<file path="config.mk">
export PLATFORM = sky130hd
export DESIGN_NAME = reg_wb_queue
export DESIGN_NICKNAME = d
export VERILOG_FILES = /design/src/rtl/reg_wb_queue.sv
export SDC_FILE = /design/constraint.sdc
export NUM_CORES = 1
export LEC_CHECK = 0
export BUFFER_PORTS_ARGS = -buffer_cell sky130_fd_sc_hd__buf_2
export CORE_MARGIN = 1.5
export CORE_UTILIZATION = 58
export DETAILED_ROUTE_END_ITERATION = 6
export PLACE_DENSITY = 0.82
export SLEW_MARGIN = 30
export SYNTH_ARGS = -nofsm -noshare
export SYNTH_HDL_FRONTEND = slang
export SYNTH_SLANG_ARGS = --single-unit
export TNS_END_PERCENT = 100
</file>
<file path="constraint.sdc">
create_clock -name clk -period 8.4 [get_ports clk]
set_clock_uncertainty 0.15 [all_clocks]
set_input_delay 0.84 -clock clk [delete_from_list [all_inputs] [get_ports clk]]
set_output_delay 0.84 -clock clk [all_outputs]
set_load 0.01 [all_outputs]
</file>
<file path="src/rtl/reg_wb_queue.sv">
// Register-file write-port owner: merges same-cycle ALU results with deferred
// LSU results held in a small FIFO, and tracks pending destinations for decode stall.
module reg_wb_queue #(
  parameter int ADDRESS_WIDTH = 5,
  parameter int DATA_WIDTH    = 32,
  parameter int QUEUE_DEPTH   = 4,
  parameter int STARVE_LIMIT  = 8
) (
  input  logic                     clk,
  input  logic                     rst,
  input  logic                     alu_we,
  input  logic [ADDRESS_WIDTH-1:0] alu_rd,
  input  logic [DATA_WIDTH-1:0]    alu_wd,
  output logic                     alu_hold,
  input  logic                     lsu_valid,
  output logic                     lsu_ready,
  input  logic [ADDRESS_WIDTH-1:0] lsu_rd,
  input  logic [DATA_WIDTH-1:0]    lsu_wd,
  input  logic                     issue_en,
  input  logic [ADDRESS_WIDTH-1:0] issue_rd,
  input  logic [ADDRESS_WIDTH-1:0] chk_rs1,
  input  logic [ADDRESS_WIDTH-1:0] chk_rs2,
  input  logic [ADDRESS_WIDTH-1:0] chk_rd,
  output logic                     stall,
  output logic                     WE3,
  output logic [ADDRESS_WIDTH-1:0] AD3,
  output logic [DATA_WIDTH-1:0]    WD3
);

  localparam int PTR_W  = $clog2(QUEUE_DEPTH);
  localparam int CNT_W  = PTR_W + 1;
  localparam int SCNT_W = $clog2(STARVE_LIMIT + 1);
  localparam int REGS   = 1 << ADDRESS_WIDTH;

  logic [ADDRESS_WIDTH-1:0] q_rd [QUEUE_DEPTH];
  logic [DATA_WIDTH-1:0]    q_wd [QUEUE_DEPTH];
  logic [PTR_W-1:0]         head;
  logic [PTR_W-1:0]         tail;
  logic [CNT_W-1:0]         count;
  logic [SCNT_W-1:0]        starve_cnt;
  logic [REGS-1:0]          pending;
  logic [REGS-1:0]          pending_next;

  logic not_empty;
  logic full;
  logic alu_wr;
  logic starved;
  logic pop;
  logic push;

  assign not_empty = (count != '0);
  assign full      = (count == CNT_W'(QUEUE_DEPTH));
  assign alu_wr    = alu_we && (alu_rd != '0);
  assign starved   = not_empty && (starve_cnt == SCNT_W'(STARVE_LIMIT));
  assign lsu_ready = !rst && !full;
  // Beats to x0 still complete the handshake but never occupy a slot.
  assign push      = lsu_valid && lsu_ready && (lsu_rd != '0);

  // ALU wins the port unless the FIFO head has waited STARVE_LIMIT cycles.
  always_comb begin
    // NOTE: every output gets a default before the branches so no path infers a latch.
    WE3      = 1'b0;
    AD3      = '0;
    WD3      = '0;
    alu_hold = 1'b0;
    pop      = 1'b0;
    if (!rst) begin
      if (alu_wr && !starved) begin
        WE3 = 1'b1;
        AD3 = alu_rd;
        WD3 = alu_wd;
      end else if (not_empty) begin
        WE3      = 1'b1;
        AD3      = q_rd[head];
        WD3      = q_wd[head];
        alu_hold = alu_wr;
        pop      = 1'b1;
      end
    end
  end

  // A same-cycle issue to the register being retired must leave it pending.
  always_comb begin
    pending_next = pending;
    if (pop) pending_next[q_rd[head]] = 1'b0;
    if (issue_en && (issue_rd != '0)) pending_next[issue_rd] = 1'b1;
  end

  assign stall = !rst && (((chk_rs1 != '0) && pending[chk_rs1]) ||
                          ((chk_rs2 != '0) && pending[chk_rs2]) ||
                          ((chk_rd  != '0) && pending[chk_rd]));

  always_ff @(posedge clk) begin
    // NOTE: state registers use non-blocking assignments so all updates see pre-edge values.
    if (rst) begin
      head       <= '0;
      tail       <= '0;
      count      <= '0;
      starve_cnt <= '0;
      pending    <= '0;
    end else begin
      if (push) tail <= tail + 1'b1;
      if (pop)  head <= head + 1'b1;
      case ({push, pop})
        2'b10:   count <= count + 1'b1;
        2'b01:   count <= count - 1'b1;
        default: count <= count;
      endcase
      if (pop || !not_empty)
        starve_cnt <= '0;
      else if (starve_cnt != SCNT_W'(STARVE_LIMIT))
        starve_cnt <= starve_cnt + 1'b1;
      pending <= pending_next;
    end
  end

  // NOTE: FIFO storage has no reset; count/head/tail alone decide which slots are valid.
  always_ff @(posedge clk) begin
    if (push) begin
      q_rd[tail] <= lsu_rd;
      q_wd[tail] <= lsu_wd;
    end
  end

endmodule

</file>
==> metrics.log, run 1 <==
[metrics] switching share of total power: 23.01%
[metrics] fraction of final layout cells with drive strength greater than 1: ~33%
[metrics] CP Capture Type: primary output
[metrics] total I/O pin count: between 100 and 150
[metrics] count leader, synth: sky130_fd_sc_hd__edfxtp_1
[metrics] Max-Cap Viols: 0
[metrics] final number of max-transition violations: 0
[metrics] synthesis-to-finish area growth: 15.27%
[metrics] sum of negative setup slack: 0 ns
[metrics] final-stage net count: 833
[metrics] total length of routed wires: about 20000 um
[metrics] number of routed nets with antenna violations: 0
[metrics] relative contribution of sequential cells to total power: 51.8%
[metrics] via count: ~6000
[metrics] overall power after layout: approximately 2.1 mW
[metrics] Starting DRT DRC Count: ~600
[metrics] Post-Place Cell Area: 0.009489 sq mm
[metrics] number of standard cells after synthesis: around 600
[metrics] residual overflow from global routing: 0
[metrics] number of synthesized register bits: ~190
[metrics] HPWL after detailed placement: about 13000 um
[metrics] last weighted congestion value of the routability-driven placer: about 0.84
[metrics] worst-case clock buffer depth: 2
[metrics] cell area after layout: ~0.010 sq mm
[metrics] Root Buffer: sky130_fd_sc_hd__clkbuf_16
[metrics] cells taking the most area after synthesis: sky130_fd_sc_hd__edfxtp_1 (51%), sky130_fd_sc_hd__mux4_2 (14%), sky130_fd_sc_hd__dfxtp_1 (10%)
[metrics] net switching power: between 0.4 and 0.5 mW
[metrics] synthesized netlist net count: between 700 and 800
[metrics] total of cells resized after clock tree synthesis: 0
[metrics] depth of the CTS H-tree: 4
[metrics] commonest register cell after synthesis: sky130_fd_sc_hd__edfxtp_1
[metrics] startpoint type of the worst setup path: input pin
[metrics] Mean Syn Cell Area: between 10 and 15 sq um
[metrics] vias in the first global route: 5965
[metrics] start of the worst register-to-register path: starve_cnt[0]
[metrics] leading post-synthesis cells by instance count: sky130_fd_sc_hd__edfxtp_1 (148), sky130_fd_sc_hd__mux4_2 (56), sky130_fd_sc_hd__o21ai_0 (50), sky130_fd_sc_hd__dfxtp_1 (45), sky130_fd_sc_hd__a21oi_1 (30)
[metrics] post-layout min period: 4.104 ns
[metrics] class of the most critical setup path: in2out
[metrics] EDFF count, synth: roughly 150
[metrics] startpoint of the most critical hold path: starve_cnt[0]
[metrics] unrepaired setup endpoints after global routing: false
[metrics] Antenna Diode Count: 0
[metrics] WP data arrival: ~3.1 ns
[metrics] endpoint of the worst hold-timing path: starve_cnt[0]
[metrics] Pre-antenna DRT Iters: 7
[metrics] worst-skew pair later-pin latency: around 0.42 ns
[metrics] wire length of the first global-routing pass: slightly above 30000 um
[metrics] die height: around 130 um
[metrics] core footprint: approximately 0.015 sq mm
[metrics] FF-to-FF path depth: 11
[metrics] number of setup buffers added after CTS: 0
[metrics] TritonCTS Buffers: 17
[metrics] Avg Vias per Cell: between 6 and 7
[metrics] Die X: ~130 um
[metrics] end of the worst register-to-register path: count[2]
[metrics] IR drop worst, VDD: ~0.00019 V
[metrics] worst slew margin relative to its limit: 35.03%
[metrics] number of setup violations in the final report: 0
[metrics] Internal Pwr Total: between 1.5 and 2 mW
[metrics] FF-to-FF setup slack: 5.37 ns
[metrics] violated checks: design-rule violations
[metrics] Syn. warnings: 0
[metrics] Buffers on Ports: roughly 140
[metrics] initial antenna violation count: 0
[metrics] required time worst endpoint: between 7 and 8 ns
[metrics] share of the cycle needed by the critical path after routing: between 40% and 50%
[metrics] proportion of power drawn by combinational gates: approximately a tenth
[metrics] share of flip-flops with an asynchronous set or reset: 0%
[metrics] share of total power in the clock network: roughly 37%
[metrics] clock sink count: between 150 and 200
[metrics] Achievable Freq: approximately 0.24 GHz
[metrics] kind of path behind the tightest hold check: reg2reg
[metrics] Max FO, Critical Path: 21
[metrics] cell area power density: just over 200 mW/mm^2
[metrics] run status: finished, violations left
[metrics] initial core utilization: approximately 60%
[metrics] global-route usage over all layers: 26.16%
[metrics] Leak: 3.522 nW
[metrics] portion of synthesized cell area occupied by the leading cell type: around half
[metrics] hold-fix buffer count after cts: 0
[metrics] hold path depth: 1
[metrics] Distinct cells, synth: between 50 and 60
[metrics] final routed DRC violation total: 9
[metrics] cell area after synthesis: just under 0.009 sq mm
[metrics] sequential area share after synthesis: 61.19%
[metrics] clock transition time at the flip-flop clock pins of the worst setup and hold paths: 0.06 ns
[metrics] TritonCTS clock tree: built
[metrics] final hold viol count: 0
[metrics] average wire per standard cell: roughly 22 um
[metrics] cell taking the most area after synthesis: sky130_fd_sc_hd__edfxtp_1
[metrics] row count: between 40 and 50
[metrics] pin count of the biggest net entering global routing: 66
[metrics] Worst-Margin Slew: 0.9746 ns
[metrics] die area: ~0.016 sq mm
## power by group through the flow
| stage | Clock (mW) | Combinational, mW | Sequential [mW] |
|---|---|---|---|
| 2_1_floorplan | 0 | 0.146 | 1.08 |
| 4_1_cts | 0.779 | 0.222 | 1.07 |
| 3_3_place_gp | 0 | 0.211 | 1.09 |
| 5_1_grt | 0.813 | 0.241 | 1.07 |
| 3_5_place_dp | 0 | 0.220 | 1.09 |
| 6_report | 0.772 | 0.221 | 1.07 |
## cells in the final DEF, fill, tap and decap left out, types with 6 or more instances in the layout
cell type / Yosys / final
sky130_fd_sc_hd__a21oi_1: 30 / 30
sky130_fd_sc_hd__a22o_1: 21 / 21
sky130_fd_sc_hd__buf_2: 9 / 139
sky130_fd_sc_hd__clkbuf_16: 0 / 20
sky130_fd_sc_hd__dfxtp_1: 45 / 43
sky130_fd_sc_hd__edfxtp_1: 148 / 148
sky130_fd_sc_hd__ha_1: 7 / 7
sky130_fd_sc_hd__inv_1: 14 / 14
sky130_fd_sc_hd__mux2i_1: 8 / 8
sky130_fd_sc_hd__mux4_2: 56 / 56
sky130_fd_sc_hd__nand2_1: 28 / 28
sky130_fd_sc_hd__nand3_1: 25 / 25
sky130_fd_sc_hd__nand3b_1: 6 / 6
sky130_fd_sc_hd__nor2_1: 25 / 24
sky130_fd_sc_hd__nor2b_1: 29 / 29
sky130_fd_sc_hd__o21ai_0: 50 / 50
sky130_fd_sc_hd__or3_1: 9 / 9
## registers in the layout, indices dropped and copies added (netlist names), named ones only
signal	flops
tail	2
starve_cnt	4
count	3
q_rd	20
pending	32
q_wd	128
head	2
## cell type report
cell class                 count  area (sq um)
fill                         999          4574
clock buffer                  25         529.3
tap                          184         230.2
clock inverter                 7         45.04
timing repair buffer         141         710.7
sequential                   193          5348
inverter                      14         52.55
multi-input combinational    359          3154
## worst max-delay path: stages
cell	delay [ns]
sky130_fd_sc_hd__buf_2	0.12
sky130_fd_sc_hd__or4_4	0.57
sky130_fd_sc_hd__o21ai_2	0.21
sky130_fd_sc_hd__or2_1	0.63
sky130_fd_sc_hd__nor2_4	0.27
sky130_fd_sc_hd__a22o_1	0.32
sky130_fd_sc_hd__buf_2	0.14
## logic make-up after synthesis
group | share of synthesized area [%]
muxes | 15.61
adders and majority gates | 1.232
AOI/OAI and AO/OA | 8.837
DFF | 61.19
xor gates and xnor gates | 0.7018
buffers and inverters | 2.922
and+or+nand+nor | 9.510
## metal layers
layer	vias up	wire (um)	global-route usage, %
li1	2606	-	-
met1	2973	7730	33.07
met4	0	474	10.88
met2	277	10220	44.21
met3	42	1646	5.692
met5	-	0	0
## worst max-delay path by stage
stage,startpoint,end,cells past startpoint
floorplan,alu_rd[3],count[2],11
global placement,alu_rd[3],AD3[3],7
detailed placement,alu_rd[3],count[2],10
CTS,alu_rd[3],AD3[3],7
global route,alu_rd[3],AD3[2],7
finish,alu_rd[3],AD3[2],7
## per-stage QoR
step	setup WS [ns]	util, %	std cells	hold WS [ns]
after floorplan	5.001	-	603	0.2797
after global placement	4.263	64.75	891	0.2885
after detailed placement	4.102	64.80	891	0.3171
after CTS	4.186	68.72	923	0.3359
after global routing	4.168	68.76	923	0.3511
final	4.296	68.76	923	0.3253
No activity file was read; power rests on OpenSTA's default activity.
==> inputs of run 2 (changes only) <==
ABC_AREA = 1   (was default)
CORE_UTILIZATION = 52   (was 58)
PLACE_DENSITY = 0.77   (was 0.82)
clock period = 3.4 ns   (was 8.4 ns; I/O delays follow)
==> metrics.log, run 2 <==
[metrics] TritonCTS Buffers: 17 (unchanged)
[metrics] count leader, synth: sky130_fd_sc_hd__nand2_1
[metrics] number of standard cells after synthesis: 1024 (+70%)
[metrics] largest registers: q_wd (128), pending (32), q_rd (20)
[metrics] Achievable Freq: between 0.3 and 0.4 GHz
[metrics] fraction of final layout cells with drive strength greater than 1: 18.66% (-14 points)
[metrics] wire length of the first global-routing pass: 37090 um (+19%)
[metrics] TritonCTS clock tree: built
[metrics] total I/O pin count: 140 (unchanged)
[metrics] most numerous cell on the critical path: sky130_fd_sc_hd__inv_1
[metrics] final-stage net count: 1289 (+55%)
[metrics] clock transition time at the flip-flop clock pins of the worst setup and hold paths: 0.07 ns (about the same)
[metrics] share of the cycle needed by the critical path after routing: 90.02%
[metrics] final number of max-transition violations: 0 (unchanged)
[metrics] share of flip-flops with an asynchronous set or reset: 0% (unchanged)
[metrics] number of routed nets with antenna violations: 0 (unchanged)
[metrics] via count: 7785 (+32%)
[metrics] overall power after layout: 5.180 mW (+150%)
[metrics] post-layout min period: roughly 3 ns
[metrics] CP Capture Type: flop
[metrics] depth of the CTS H-tree: 4 (unchanged)
[metrics] commonest register cell after synthesis: sky130_fd_sc_hd__edfxtp_1
[metrics] unrepaired setup endpoints after global routing: false
[metrics] total length of routed wires: 23260 um (+16%)
[metrics] Buffers on Ports: 139 (unchanged)
[metrics] synthesized netlist net count: 1131 (+59%)
[metrics] number of flip-flops in the largest register: 128 (unchanged)
[metrics] worst path cell trace: dlygate4sd3_1 -> buf_2 -> nor3_1 -> nor3b_1 -> nor2_1 -> inv_1 -> ha_1 -> inv_1 -> fa_1 -> o21ai_0 -> a21o_1 -> a21oi_1 -> o21a_1
[metrics] number of synthesized register bits: 193 (unchanged)
[metrics] worst-skew pair later-pin latency: 0.44 ns (+0.02 ns)
[metrics] Max-Cap Viols: 0 (unchanged)
[metrics] endpoint of the worst hold-timing path: q_rd[2][0]
[metrics] startpoint of the most critical hold path: lsu_rd[0]
[metrics] class of the most critical setup path: in2reg
[metrics] Syn. warnings: 0 (unchanged)
[metrics] Die X: 136.4 um (+8.5%)
[metrics] most flop-heavy register: q_wd
[metrics] vias in the first global route: 7410 (+24%)
[metrics] FF-to-FF path depth: 15 (+4)
[metrics] run status: finished, final reports clean
[metrics] Leak: 4.415 nW (+25%)
[metrics] Root Buffer: sky130_fd_sc_hd__clkbuf_16
[metrics] cell area after synthesis: 0.009256 sq mm (+6.0%)
[metrics] portion of synthesized cell area occupied by the leading cell type: 48.01% (-2.9 points)
[metrics] cell taking the most area after synthesis: sky130_fd_sc_hd__edfxtp_1
[metrics] kind of path behind the tightest hold check: in2reg
[metrics] number of setup violations in the final report: 0 (unchanged)
[metrics] commonest cells after routing, fill and taps aside: sky130_fd_sc_hd__nand2_1 (284), sky130_fd_sc_hd__edfxtp_1 (148), sky130_fd_sc_hd__buf_2 (139), sky130_fd_sc_hd__nor2_1 (83), sky130_fd_sc_hd__o21ai_0 (79)
[metrics] end of the worst register-to-register path: count[2]
[metrics] cells taking the most area after synthesis: sky130_fd_sc_hd__edfxtp_1 (48%), sky130_fd_sc_hd__nand2_1 (12%), sky130_fd_sc_hd__dfxtp_1 (9.7%)
[metrics] EDFF count, synth: 148 (unchanged)
[metrics] Mean Syn Cell Area: 9.039 sq um (-38%)
[metrics] HPWL after detailed placement: 15210 um (+16%)
[metrics] Worst-Margin Slew: 0.8485 ns (-0.1260 ns)
[metrics] final standard cell utilization of the core: 63.70% (-5.1 points)
[metrics] WP data arrival: 3.24 ns (+0.13 ns)
[metrics] leading post-synthesis cells by instance count: sky130_fd_sc_hd__nand2_1 (284), sky130_fd_sc_hd__edfxtp_1 (148), sky130_fd_sc_hd__nor2_1 (87), sky130_fd_sc_hd__o21ai_0 (79), sky130_fd_sc_hd__inv_1 (67)
[metrics] worst-case clock buffer depth: 2 (unchanged)
[metrics] synthesis-to-finish area growth: 19.45%
[metrics] IR drop worst, VDD: 0.0003909 V (+110%)
[metrics] maximum cell stage delay along the critical path: 0.53 ns (-0.10 ns)
[metrics] start of the worst register-to-register path: starve_cnt[0]
[metrics] worst slew margin relative to its limit: 43.43% (+8.4 points)
[metrics] most frequent standard cell in the layout excluding fill and tap cells: sky130_fd_sc_hd__nand2_1
[metrics] Max FO, Critical Path: 6 (-71%)
[metrics] initial core utilization: 53.33% (-6.3 points)
[metrics] final routed DRC violation total: 0 (-9)
[metrics] final hold viol count: 0 (unchanged)
[metrics] die height: 136.4 um (+8.5%)
[metrics] cell area power density: 468.5 mW/mm^2 (+130%)
[metrics] die area: 0.01861 sq mm (+18%)
[metrics] pin count of the biggest net entering global routing: 77 (+17%)
[metrics] Distinct cells, synth: 46 (-16%)
[metrics] average wire per standard cell: 16.37 um (-25%)
[metrics] sum of negative setup slack: 0 ns (unchanged)
[metrics] hold path depth: 1 (unchanged)
[metrics] initial antenna violation count: 4 (+4)
[metrics] clock sink count: 193 (unchanged)
[metrics] startpoint type of the worst setup path: input pin
[metrics] Avg Vias per Cell: 5.479 (-14%)
[metrics] FF-to-FF setup slack: 0.65 ns (-4.72 ns)
[metrics] Pre-antenna DRT Iters: 5 (-2)
[metrics] Starting DRT DRC Count: 605 (-0.98%)
[metrics] CP max-delay cell: sky130_fd_sc_hd__dlygate4sd3_1
[metrics] sequential area share after synthesis: 57.75% (-3.4 points)
[metrics] residual overflow from global routing: 0 (unchanged)
[metrics] core footprint: 0.01736 sq mm (+19%)
[metrics] row count: 48 (+9.1%)
[metrics] last weighted congestion value of the routability-driven placer: 0.8765 (+4.1%)
[metrics] global-route usage over all layers: 26.15% (about the same)
[metrics] total of cells resized after clock tree synthesis: 0 (unchanged)
[metrics] required time worst endpoint: 3.58 ns (-3.83 ns)
-- run 2: cell count changes after synthesis, sizes merged, moves of 21 or more --
cell / delta
a21oi: +35
a22o: -21
inv: +63
mux4: -56
nand2: +264
nand3: +47
nor2: +65
nor2b: -29
o21ai: +48
o22ai: +37
-- run 2: per-layer routing --
metal	global-route usage [%]	up-vias	wire length [um]
met2	43.27	323	11290
met1	33.98	3607	9721
met3	6.301	33	1863
li1	-	3816	-
met5	0	-	34
met4	8.333	6	350
-- run 2: worst max-delay path by stage --
stage,from,endpoint,slack [ns],cells after the start
after floorplan,count[1],q_rd[0][0],0.15,6
after global placement,lsu_rd[3],count[2],0.56,12
after CTS,lsu_rd[3],count[2],0.39,13
after global routing,lsu_rd[2],count[2],0.17,13
final,lsu_rd[3],count[2],0.34,13
after detailed placement,lsu_rd[3],count[2],0.50,12
-- run 2: final cells by class --
type | count | area, sq um
Fill cell | 1417 | 6300
Sequential cell | 193 | 5346
Multi-Input combinational cell | 702 | 3393
Timing Repair Buffer | 188 | 1176
Clock buffer | 19 | 432.9
Inverter | 80 | 305.3
Tap cell | 225 | 281.5
Clock inverter | 13 | 118.9
Antenna cell | 1 | 2.502
-- run 2: stage by stage --
step	instance area (sq um)	std cells	hold slack (ns)	setup slack (ns)
detailed placement	10150	1353	0.3055	0.4978
global placement	10150	1353	0.2965	0.5551
CTS	11050	1420	0.003895	0.3930
global route	11050	1420	0.01310	0.1669
floorplan	9256	1024	0.2888	0.1520
finish	11060	1421	0.03120	0.3393
-- run 2: what timing repair did --
action	in CTS	in global routing
endpoints found under the hold margin	140	0
buffers inserted	0	0
hold buffers	35	0
-- run 2: worst max-delay path, delay by kind of cell --
family                     cells  cell delay [ns]
adders and majority gates      2             0.61
buffers and inverters          4             1.09
and+or+nand+nor                3             0.69
AOI/OAI and AO/OA              4             0.51
-- run 2: report_power, final --
group / internal (mW) / switching [mW]
combinational: 0.243 / 0.459
sequential: 2.60 / 0.0191
clock: 0.963 / 0.900
total: 3.80 / 1.38
-- run 2: logic make-up after synthesis --
logic type                 after synthesis  share of synthesized area [%]
AOI/OAI and AO/OA                      222                          13.30
xor gates and xnor gates                 2                         0.1893
adders and majority gates                8                          1.162
buffers and inverters                  129                          5.920
DFF                                    193                          57.75
and+or+nand+nor                        470                          21.68
==> inputs of run 3 (changes only) <==
clock period = 2.8 ns   (was 3.4 ns; I/O delays follow)
==> metrics.log, run 3 (synthesis gave the netlist of run 2 again) <==
[metrics] via count: 7900 (+1.5%)
[metrics] last weighted congestion value of the routability-driven placer: 0.9036 (+3.1%)
[metrics] cell area power density: 582.1 mW/mm^2 (+24%)
[metrics] worst-case clock buffer depth: 2 (unchanged)
[metrics] final-stage net count: 1297 (+0.62%)
[metrics] depth of the CTS H-tree: 4 (unchanged)
[metrics] setup slack of the critical path after layout: 0.1153 ns (-0.2240 ns)
[metrics] worst-skew pair later-pin latency: 0.44 ns (about the same)
[metrics] Die X: 136.4 um (unchanged)
[metrics] class of the most critical setup path: reg2out
[metrics] final routed DRC violation total: 0 (unchanged)
[metrics] initial core utilization: 53.33% (unchanged)
[metrics] Buffers on Ports: 139 (unchanged)
[metrics] clock sink count: 193 (unchanged)
[metrics] core footprint: 0.01736 sq mm (unchanged)
[metrics] number of setup violations in the final report: 0 (unchanged)
[metrics] HPWL after detailed placement: 15210 um (about the same)
[metrics] wire length of the first global-routing pass: 36780 um (-0.85%)
[metrics] final hold viol count: 0 (unchanged)
[metrics] number of flip-flops in the largest register: 128 (unchanged)
[metrics] largest registers: q_wd (128), pending (32), q_rd (20)
[metrics] worst slew margin relative to its limit: 45.07% (+1.6 points)
[metrics] die area: 0.01861 sq mm (unchanged)
[metrics] Starting DRT DRC Count: 755 (+25%)
[metrics] startpoint type of the worst setup path: flop
[metrics] TritonCTS Buffers: 17 (unchanged)
[metrics] most flop-heavy register: q_wd
[metrics] final number of max-transition violations: 0 (unchanged)
[metrics] clock transition time at the flip-flop clock pins of the worst setup and hold paths: 0.07 ns (about the same)
[metrics] global-route usage over all layers: 26.12% (-0.028 points)
[metrics] CP Capture Type: primary output
[metrics] row count: 48 (unchanged)
[metrics] synthesis-to-finish area growth: 21.95%
[metrics] commonest cells after routing, fill and taps aside: sky130_fd_sc_hd__nand2_1 (284), sky130_fd_sc_hd__edfxtp_1 (148), sky130_fd_sc_hd__buf_2 (139), sky130_fd_sc_hd__nor2_1 (83), sky130_fd_sc_hd__o21ai_0 (77)
[metrics] number of routed nets with antenna violations: 0 (unchanged)
[metrics] fraction of final layout cells with drive strength greater than 1: 19.53% (+0.87 points)
[metrics] Avg Vias per Cell: 5.524 (+0.84%)
[metrics] total length of routed wires: 23360 um (+0.43%)
[metrics] Worst-Margin Slew: 0.8240 ns (-0.02456 ns)
[metrics] unrepaired setup endpoints after global routing: false
[metrics] Max FO, Critical Path: 74 (+68)
[metrics] kind of path behind the tightest hold check: in2reg
[metrics] WP data arrival: 2.25 ns (-0.99 ns)
[metrics] required time worst endpoint: 2.37 ns (-1.21 ns)
[metrics] most frequent standard cell in the layout excluding fill and tap cells: sky130_fd_sc_hd__nand2_1
[metrics] cell area after layout: 0.01129 sq mm (+2.1%)
[metrics] run status: finished, final reports clean
[metrics] Leak: 4.515 nW (+2.3%)
[metrics] share of the cycle needed by the critical path after routing: a little over nine tenths
[metrics] total I/O pin count: 140 (unchanged)
[metrics] die height: 136.4 um (unchanged)
[metrics] average wire per standard cell: 16.34 um (-0.20%)
[metrics] residual overflow from global routing: 0 (unchanged)
[metrics] pin count of the biggest net entering global routing: 77 (unchanged)
[metrics] Root Buffer: sky130_fd_sc_hd__clkbuf_16
[metrics] Achievable Freq: 0.3725 GHz
[metrics] Pre-antenna DRT Iters: 6 (+1)
[metrics] TritonCTS clock tree: built
[metrics] vias in the first global route: 7342 (-0.92%)
[metrics] final standard cell utilization of the core: 65.04% (+1.3 points)
[metrics] post-layout min period: around 2.7 ns
[metrics] IR drop worst, VDD: 0.0004765 V (+22%)
[metrics] Post-Place Cell Area: 0.01023 sq mm (+0.79%)
[metrics] initial antenna violation count: 6 (+2)
[metrics] Max-Cap Viols: 0 (unchanged)
[metrics] overall power after layout: 6.571 mW (+27%)
[metrics] Place WS: 0.1585 ns (-0.3393 ns)
## run 3: cell count changes in the layout (fill, tap and decap cells not counted), sizes merged
cell	before	now
buf	153	159
bufinv	0	2
clkbuf	19	18
clkinv	7	6
clkinvlp	2	1
diode	1	2
dlygate4sd3	35	37
inv	84	85
## run 3: worst max-delay path, cell delays in order (launching register included)
cell and delay (ns):
sky130_fd_sc_hd__dfxtp_2 0.38, sky130_fd_sc_hd__buf_12 0.28, sky130_fd_sc_hd__nand2_1 0.14, sky130_fd_sc_hd__a32oi_4 0.37
sky130_fd_sc_hd__inv_2 0.12, sky130_fd_sc_hd__o22ai_1 0.30, sky130_fd_sc_hd__buf_2 0.20
## run 3: cell type report
cell class,count,area [sq um]
diodes,2,5.005
inverters,80,314.1
flip-flops and latches,193,5348
well taps,225,281.5
clock inverters,14,188.9
repair buffers,196,1324
multi-input cells,702,3398
clock buffers,18,429.2
fillers,1356,6068
## run 3: routing by layer
metal	up-vias	global-route usage [%]	routed length [um]	share of wire (%)
met5	-	0	50	0.21
met4	8	9.456	413	1.8
met3	37	7.122	1924	8.2
met2	369	42.26	11020	47
met1	3648	33.78	9956	43
li1	3838	-	-	-
## run 3: final timing paths
check	startpoint	end	slack (ns)	depth (start not counted)
worst max-delay path	flop	AD3[2]	0.12	6
worst min-delay path	issue_rd[2]	pending[3]	0.07	4
worst max register to register	starve_cnt[0]	count[2]	0.29	15
worst min register to register	pending[7]	pending[7]	0.31	2
## run 3: where the power goes
group	switching, mW	internal [mW]
clock network	1.13	1.37
logic	0.569	0.327
registers	0.0243	3.15
## run 3: stage by stage
| stage | hold WS (ns) | TNS (ns) | std cells |
|---|---|---|---|
| floorplan | 0.2289 | -66.30 | 1024 |
| global placement | 0.2984 | 0 | 1357 |
| detailed placement | 0.3014 | 0 | 1357 |
| CTS | 0.04764 | 0 | 1426 |
| global route | 0.08432 | 0 | 1429 |
| finish | 0.07003 | 0 | 1430 |
## run 3: repair_timing
action	4_1_cts	5_1_grt
setup endpoints to repair	9	31
buffers inserted	0	2
resized for setup	1	13
gates cloned	0	0
endpoints found under the hold margin	148	0
pin swaps	0	1
hold buffers	37	0
